<file path="config.mk">
export PLATFORM = sky130hd
export DESIGN_NAME = zone_water_scheduler
export DESIGN_NICKNAME = d
export VERILOG_FILES = /design/src/rtl/zone_water_scheduler.sv
export SDC_FILE = /design/constraint.sdc
export NUM_CORES = 1
export LEC_CHECK = 0
export CAP_MARGIN = 40
export CORE_MARGIN = 2
export CORE_UTILIZATION = 48
export DETAILED_ROUTE_END_ITERATION = 6
export GPL_ROUTABILITY_DRIVEN = 1
export PLACE_DENSITY_LB_ADDON = 0.25
export SYNTH_ARGS = -nofsm -noshare
export SYNTH_HDL_FRONTEND = slang
export SYNTH_SLANG_ARGS = --single-unit
</file>
<file path="constraint.sdc">
create_clock -name clk -period 2.11 [get_ports clk]
set_input_delay 0.422 -clock clk [delete_from_list [all_inputs] [get_ports clk]]
set_output_delay 0.422 -clock clk [all_outputs]
set_load 0.01 [all_outputs]
</file>
<file path="src/rtl/zone_water_scheduler.sv">
// Round-robin pump scheduler: grants one irrigation zone at a time, runs the pump
// for that zone's latched duration, then enforces an all-off settling gap.
module zone_water_scheduler #(
    parameter int unsigned NZONES = 4,
    parameter int unsigned TW     = 7,
    parameter int unsigned GAP    = 2
) (
    input  logic                        clk,
    input  logic                        reset,
    input  logic [NZONES-1:0]           req,
    input  logic [NZONES*TW-1:0]        dur,
    output logic                        pump_on,
    output logic [NZONES-1:0]           valve,
    output logic [$clog2(NZONES)-1:0]   grant_id,
    output logic [NZONES-1:0]           done,
    output logic [1:0]                  state
);

    localparam int unsigned IDW = $clog2(NZONES);
    localparam int unsigned GW  = $clog2(GAP + 1);

    typedef enum logic [1:0] {
        IDLE   = 2'b00,
        WATER  = 2'b10,
        SETTLE = 2'b01
    } state_t;

    state_t          st;
    logic [TW-1:0]   cnt;
    logic [GW-1:0]   gcnt;
    logic [IDW-1:0]  last;

    logic [TW-1:0]   dur_a [NZONES];
    logic [NZONES-1:0] elig;
    logic            found;
    logic [IDW-1:0]  pick;
    logic [TW-1:0]   pick_dur;
    int unsigned     j;

    // Unpack duration fields; zero-duration requests are never eligible.
    always_comb begin
        elig = '0;
        for (int i = 0; i < NZONES; i++) begin
            dur_a[i] = dur[i*TW +: TW];
            elig[i]  = req[i] && (dur[i*TW +: TW] != '0);
        end
    end

    // First eligible zone scanning last+1, last+2, ... with wrap.
    always_comb begin
        found    = 1'b0;
        pick     = '0;
        pick_dur = '0;
        j        = 0;
        for (int unsigned k = 1; k <= NZONES; k++) begin
            j = (32'(last) + k) % NZONES;
            if (!found && elig[IDW'(j)]) begin
                found    = 1'b1;
                pick     = IDW'(j);
                pick_dur = dur_a[IDW'(j)];
            end
        end
    end

    always_ff @(posedge clk) begin
        if (reset) begin
            st       <= IDLE;
            pump_on  <= 1'b0;
            valve    <= '0;
            done     <= '0;
            grant_id <= '0;
            cnt      <= '0;
            gcnt     <= '0;
            last     <= IDW'(NZONES - 1);
        end else begin
            done <= '0;
            case (st)
                IDLE: begin
                    if (found) begin
                        grant_id <= pick;
                        last     <= pick;
                        cnt      <= pick_dur;
                        valve    <= NZONES'(1) << pick;
                        pump_on  <= 1'b1;
                        st       <= WATER;
                    end
                end
                WATER: begin
                    // Completion takes priority over a request dropping on the same edge.
                    if (cnt == TW'(1)) begin
                        done[grant_id] <= 1'b1;
                        pump_on        <= 1'b0;
                        valve          <= '0;
                        cnt            <= '0;
                        gcnt           <= GW'(GAP);
                        st             <= SETTLE;
                    end else if (!req[grant_id]) begin
                        pump_on <= 1'b0;
                        valve   <= '0;
                        cnt     <= '0;
                        gcnt    <= GW'(GAP);
                        st      <= SETTLE;
                    end else if (cnt != '0) begin
                        cnt <= cnt - TW'(1);
                    end
                end
                SETTLE: begin
                    if (gcnt <= GW'(1)) begin
                        gcnt <= '0;
                        st   <= IDLE;
                    end else begin
                        gcnt <= gcnt - GW'(1);
                    end
                end
                default: st <= IDLE;
            endcase
        end
    end

    assign state = st;

endmodule

</file>
=== Yosys cells after proc, flatten, opt, wreduce, memory -nomap -nowiden ===
Cells that the tools add are included.

* Shift-type cells: 1
* Reduce and logical (&&, ||, !) cells: 25
* Divide/modulo/power cells: 0
* Order comparisons: 11
* Bitwise operators: 6
* Equality and inequality tests: 7
* $add $sub $neg: 6
* Muxes and demuxes: 58
* $mul: 0

{| class="wikitable"
|+ Operators by type and width
! cell !! count
|-
| 7-bit two-way mux || 16
|-
| 7-bit binary-select mux with 2-bit select || 4
|-
| 7-bit nonzero test || 5
|-
| 2-bit two-way mux || 11
|-
| 2-bit by 3-bit less-than comparator with 1-bit output (second input constant) || 5
|-
| 7-bit one-hot mux with 2 select lines || 1
|-
| 1-bit two-way mux || 13
|-
| 3-bit greater-or-equal comparator (second input constant) || 4
|-
| 4-bit two-way mux || 3
|-
| 2-bit inverter with 3-bit output || 4
|-
| 1-bit binary-select mux with 2-bit select || 5
|-
| 3-bit AND reduction || 3
|-
| 1-bit logical AND || 8
|-
| 4-bit one-hot mux with 2 select lines || 1
|-
| 7-bit by 1-bit == test with 1-bit output (second input constant) || 1
|-
| 7-bit by 1-bit subtractor with 7-bit output (second input constant) || 1
|-
| 2-bit one-hot mux with 3 select lines || 1
|-
| 2-bit by 1-bit adder with 2-bit output (second input constant) || 2
|-
| 2-bit adder (second input constant) || 2
|-
| 2-bit != test (second input constant) || 2
|-
| 4-bit != test (second input constant) || 1
|-
| 2-bit one-hot mux with 2 select lines || 1
|-
| 2-bit AND reduction || 2
|-
| 2-bit nonzero test || 2
|-
| 13 further kinds || 16
|}

* Memory bits (writable): 0
* Word-level logic and storage cells: 122
* Memories kept: 0
* Bits in read-only memories: 0
* Flip-flop bits (word level): 24
* Bits in latches: 0

=== Depth between registers and ports, before layout ===
* Word-level depth: 17
* Mapped depth: 9

=== Worst setup path after synthesis ===
Ideal clock, no wire load.

* Path kind: input -> register
* Start point: input port dur[24]
* End point: register cnt[5]
* Stages on the path: 7
* Arrival time: 2046 ps
* Data required time: 1994 ps
* Setup time: 116 ps
* Setup slack: -52 ps
* Path buffers: 0
* Cells stage by stage: or4_4 > o211a_1 > a22oi_1 > o32ai_4 > a21oi_1 > o211ai_1 > a31o_1

* Cells in the longest elaborated chain, start to end: 16
* Elaborated cells between the ends (all ways): 28
* Those cells by class: eq/ne (1); mux (18); reduce/logical (9)

{| class="wikitable"
|+ Ends and longest elaborated chain
! item !! line !! text
|-
| from (decl) || 11 || <nowiki>input logic [NZONES*TW-1:0] dur,</nowiki>
|-
| 7-bit nonzero test (*) || 45 || <nowiki>elig[i] = req[i] && (dur[i*TW +: TW] != '0);</nowiki>
|-
| 1-bit logical AND (*) || 45 ||
|-
| 1-bit binary-select mux with 2-bit select || 57 || <nowiki>if (!found && elig[IDW'(j)]) begin</nowiki>
|-
| 1-bit two-way mux (not written as such) || 57 ||
|-
| 1-bit two-way mux || 57 ||
|-
| 1-bit logical NOT || 57 ||
|-
| 1-bit logical AND || 57 ||
|-
| 1-bit two-way mux || 57 ||
|-
| 1-bit logical NOT || 57 ||
|-
| 1-bit logical AND || 57 ||
|-
| 1-bit two-way mux || 57 ||
|-
| 1-bit logical NOT || 57 ||
|-
| 1-bit logical AND || 57 ||
|-
| 7-bit two-way mux / 1-bit two-way mux (equally long branches) || 57 ||
|-
| 7-bit two-way mux / 2-bit != test (equally long branches) || n/a ||
|-
| 7-bit one-hot mux with 2 select lines / 3-bit AND reduction (equally long branches) || n/a ||
|-
| to (signal assigned) || 82 || <nowiki>cnt <= pick_dur;</nowiki>
|-
| to (signal assigned) || 104 || <nowiki>cnt <= cnt - TW'(1);</nowiki>
|-
| to (decl) || 29 || <nowiki>logic [TW-1:0] cnt;</nowiki>
|}

Mark *: on every way between the ends. The rest lies on a longest branch, timed or not. The select of a mux whose other input is x is not followed.
A chain may end at the register's enable or synchronous reset.

=== Worst setup path in the final report ===
* Start point: input port dur[17]
* End point: register cnt[4]

The elaborated chain is that of the path after synthesis.

==> results.toml <==
[status]
outcome = "finished, violations left"
violations = "setup timing"

[placed_design]
io_buffers = 46
place_ws_ns = -0.754
gp_congestion = 0.966
dp_cells = 484
post_dp_cell_area_sq_mm = 0.00352
place_hpwl_mm = 6.45

[cells_and_area]
instances_no_fill = 511
drive_above_1_share_pct = 48.1
fin_nets = 479
n_antenna_cell = 0
stdcell_area_sq_mm = 0.00422
syn_to_final_growth_pct = 68.8

[worst_setup_path]
arrival_ns = 2.55
r2r_cells = 7
worst_ep_required_time_ns = 2.32
end_kind = "flop"
worstPathMaxFanout = 4
start_kind = "primary input"
critical_path_class = "in -> reg"

[floorplanning]
die_x_microns = 76.2
row_count = 26
coreArea_sq_mm = 0.00507
die_h_microns = 76.2
initial_core_util_pct = 49.3
fp.dieArea_sq_mm = 0.00581
boundaryPins = 47

[routing]
drt_pass1_iterations = 6
ant_nets = 0
via_per_inst = 6.89
postRouteWirelength_mm = 12.3
drt_first_iter_violations = 619
post_drt_wl_per_cell_microns = 24.0
drc = 0
vias = 3521

[synthesis]
syn_nets = 348
synth.top_cell.area_share_pct = 19.2
syn_area_sq_mm = 0.00250
synthTopCellsByArea = "dfxtp_1, nand2_1, mux2i_1"
synthArstFlopShare_pct = 0
ys_types = 61
syn_avg_cell_area_sq_um = 8.05
synth_flop_cell = "dfxtp_1"
ys_warn_count = 0
synth_edf_count = 0
synth-seq-cells = 24
netlist_instances = 311
ys_seq_area_share_pct = 19.2
synth.largest_area_cell = "dfxtp_1"

[power]
pwr-share-seq_pct = 20.6
p_leak_nw = 1.79
max-vdd-ir-drop_mv = 0.381
p_sw_share_pct = 44.3
switching_power_w = 0.00131
power_density_mw_per_mm2 = 702
clockPowerShare_pct = 14.0
p_int_w = 0.00165
p_comb_share_pct = 65.4

[flow_run]
drv_cap = 0

[sta]
worst_hold_slack_ns = 0.493
finalSetupViolCount = 16
slew_headroom_pct = 62.7
max_freq_mhz = 427
layout_setup_ws_ns = -0.233
rsz0062_at_grt = "yes"
period_minus_slack_ns = 2.34
maxSlewViolCount = 0
worst_pin_slew_ns = 0.558
hold_viol = 0
finalCritPeriodShare_pct = 111
skew_ns = 0.00323

[global_route]
grt_start_max_net_pins = 45
grt_pass1_wl_mm = 15.8
grt_overflow_total = 0
grt_antenna_before_repair = 0
grt_usage_pct = 34.0
first_global_vias = 3160

[clock_network]
cts_tree = "yes"
ctsRootBufferMaster = "clkbuf_8"
clock_sinks = 24
cts_inserted_buffers = 3
htreeDepth = 1
cts_buffer_depth = 2
clk_pin_slew_worst_paths_ns = 0.09
clock_latency_ns = 0.28

[hold_path]
holdPathStages = 1
hold_path.class = "reg -> reg"
-- through the flow --
step / TNS [ns] / util (%) / total power, W
finish: -1.88 / 83.2 / 0.00297
global route: -2.86 / 83.2 / 0.00307
CTS: -0.117 / 78.1 / 0.00260
detailed placement: -10.02 / 69.4 / 0.00203
global placement: -9.64 / 69.4 / 0.00201
floorplan: -0.196 / - / 0.00152
-- final cells by class --
class                           count  area [sq um]
Clock buffer                        3          41.3
Clock inverter                      1          30.0
Fill cell                         270           851
Inverter                            9          33.8
Multi-Input combinational cell    261          2270
Sequential cell                    24           480
Tap cell                           70          87.6
Timing Repair Buffer              143          1280
-- state kept, by name, summed over array words and instances, names as in the netlist --
name and cells:
valve 4, grant_id 2, cnt 7, done 4, gcnt 2, state 2
last 2, pump_on 1
-- cell families (layout without fill, tap and decap cells) --
kind of cell,count (synthesis),count (layout),share of synthesized area [%]
flops,24,24,19.2
fa+ha+maj,3,3,1.50
buf+inv,27,156,7.40
mux,28,28,13.8
compound gates,111,111,33.6
simple gates,118,119,24.4
-- critical path, stage by stage --
cell and delay [ns]:
clkdlybuf4s15_1 0.17, buf_4 0.14, nor4_4 0.34, a21boi_2 0.18, a2111oi_1 0.58, o21ai_1 0.19
nand2_2 0.18, buf_6 0.13, a211oi_2 0.04, o22ai_1 0.16
-- cells in the mapped netlist (3+ instances only) --
cell,n
buf_2,3
a22oi_1,7
dfxtp_1,24
o21bai_1,3
inv_1,9
a2111oi_0,4
nor3_1,10
buf_6,4
mux4_2,3
nand2_1,37
a311oi_1,3
a2111oi_2,4
o211a_1,7
nor2_1,23
or4_4,4
ha_1,3
nand3_1,14
nor4_1,3
mux2_2,11
clkbuf_8,5
and3_1,4
a31oi_1,4
nor2b_1,3
a21oi_1,20
o211ai_1,4
o22ai_1,7
mux2i_1,13
clkbuf_1,6
o21ai_2,3
o21ai_0,19
o21ai_1,4
-- layout by cell type, fill, tap and decap left out, types with 6 or more instances in the layout --
| master | instances |
|---|---|
| nand2_2 | 6 |
| mux2_2 | 11 |
| a21oi_1 | 15 |
| inv_1 | 9 |
| o21ai_4 | 6 |
| o211a_1 | 6 |
| buf_4 | 72 |
| nor2_2 | 6 |
| dfxtp_1 | 24 |
| dlygate4sd2_1 | 13 |
| nor2_1 | 18 |
| nand3_1 | 9 |
| buf_2 | 7 |
| clkdlybuf4s50_1 | 14 |
| mux2i_1 | 12 |
| o21ai_0 | 18 |
| nand2_1 | 31 |
| buf_6 | 25 |
-- layer usage --
layer	track usage, %	vias up	share of wire (%)
met5	0	-	0
met3	5.81	120	11
met4	18.5	0	8.3
li1	-	1461	-
met2	58.4	343	45
met1	40.3	1597	35
-- power by group through the flow --
stage	Combinational (W)	Clock (W)	Sequential (W)
after floorplan	0.000908	0	0.000616
after global placement	0.00141	0	0.000601
after detailed placement	0.00143	0	0.000602
after CTS	0.00160	0.000405	0.000594
after global routing	0.00202	0.000430	0.000618
final	0.00194	0.000414	0.000612
-- final timing paths --
check,start,endpoint,slack [ns]
setup reg to reg,grant_id[1],cnt[4],-0.05
hold / removal,valve[2],valve[2],0.49
setup / recovery,dur[17],cnt[4],-0.23
hold reg to reg,valve[2],valve[2],0.49
-- repair_timing --
action / in CTS / in global routing
endpoints found under the hold margin: 0 / 0
hold buffers: 0 / 0
gates cloned: 0 / 1
gates resized for setup: 131 / 54
buffers inserted: 20 / 2
endpoints found under the setup margin: 17 / 15
pin swaps: 39 / 31
No activity file was read; power rests on OpenSTA's default activity.
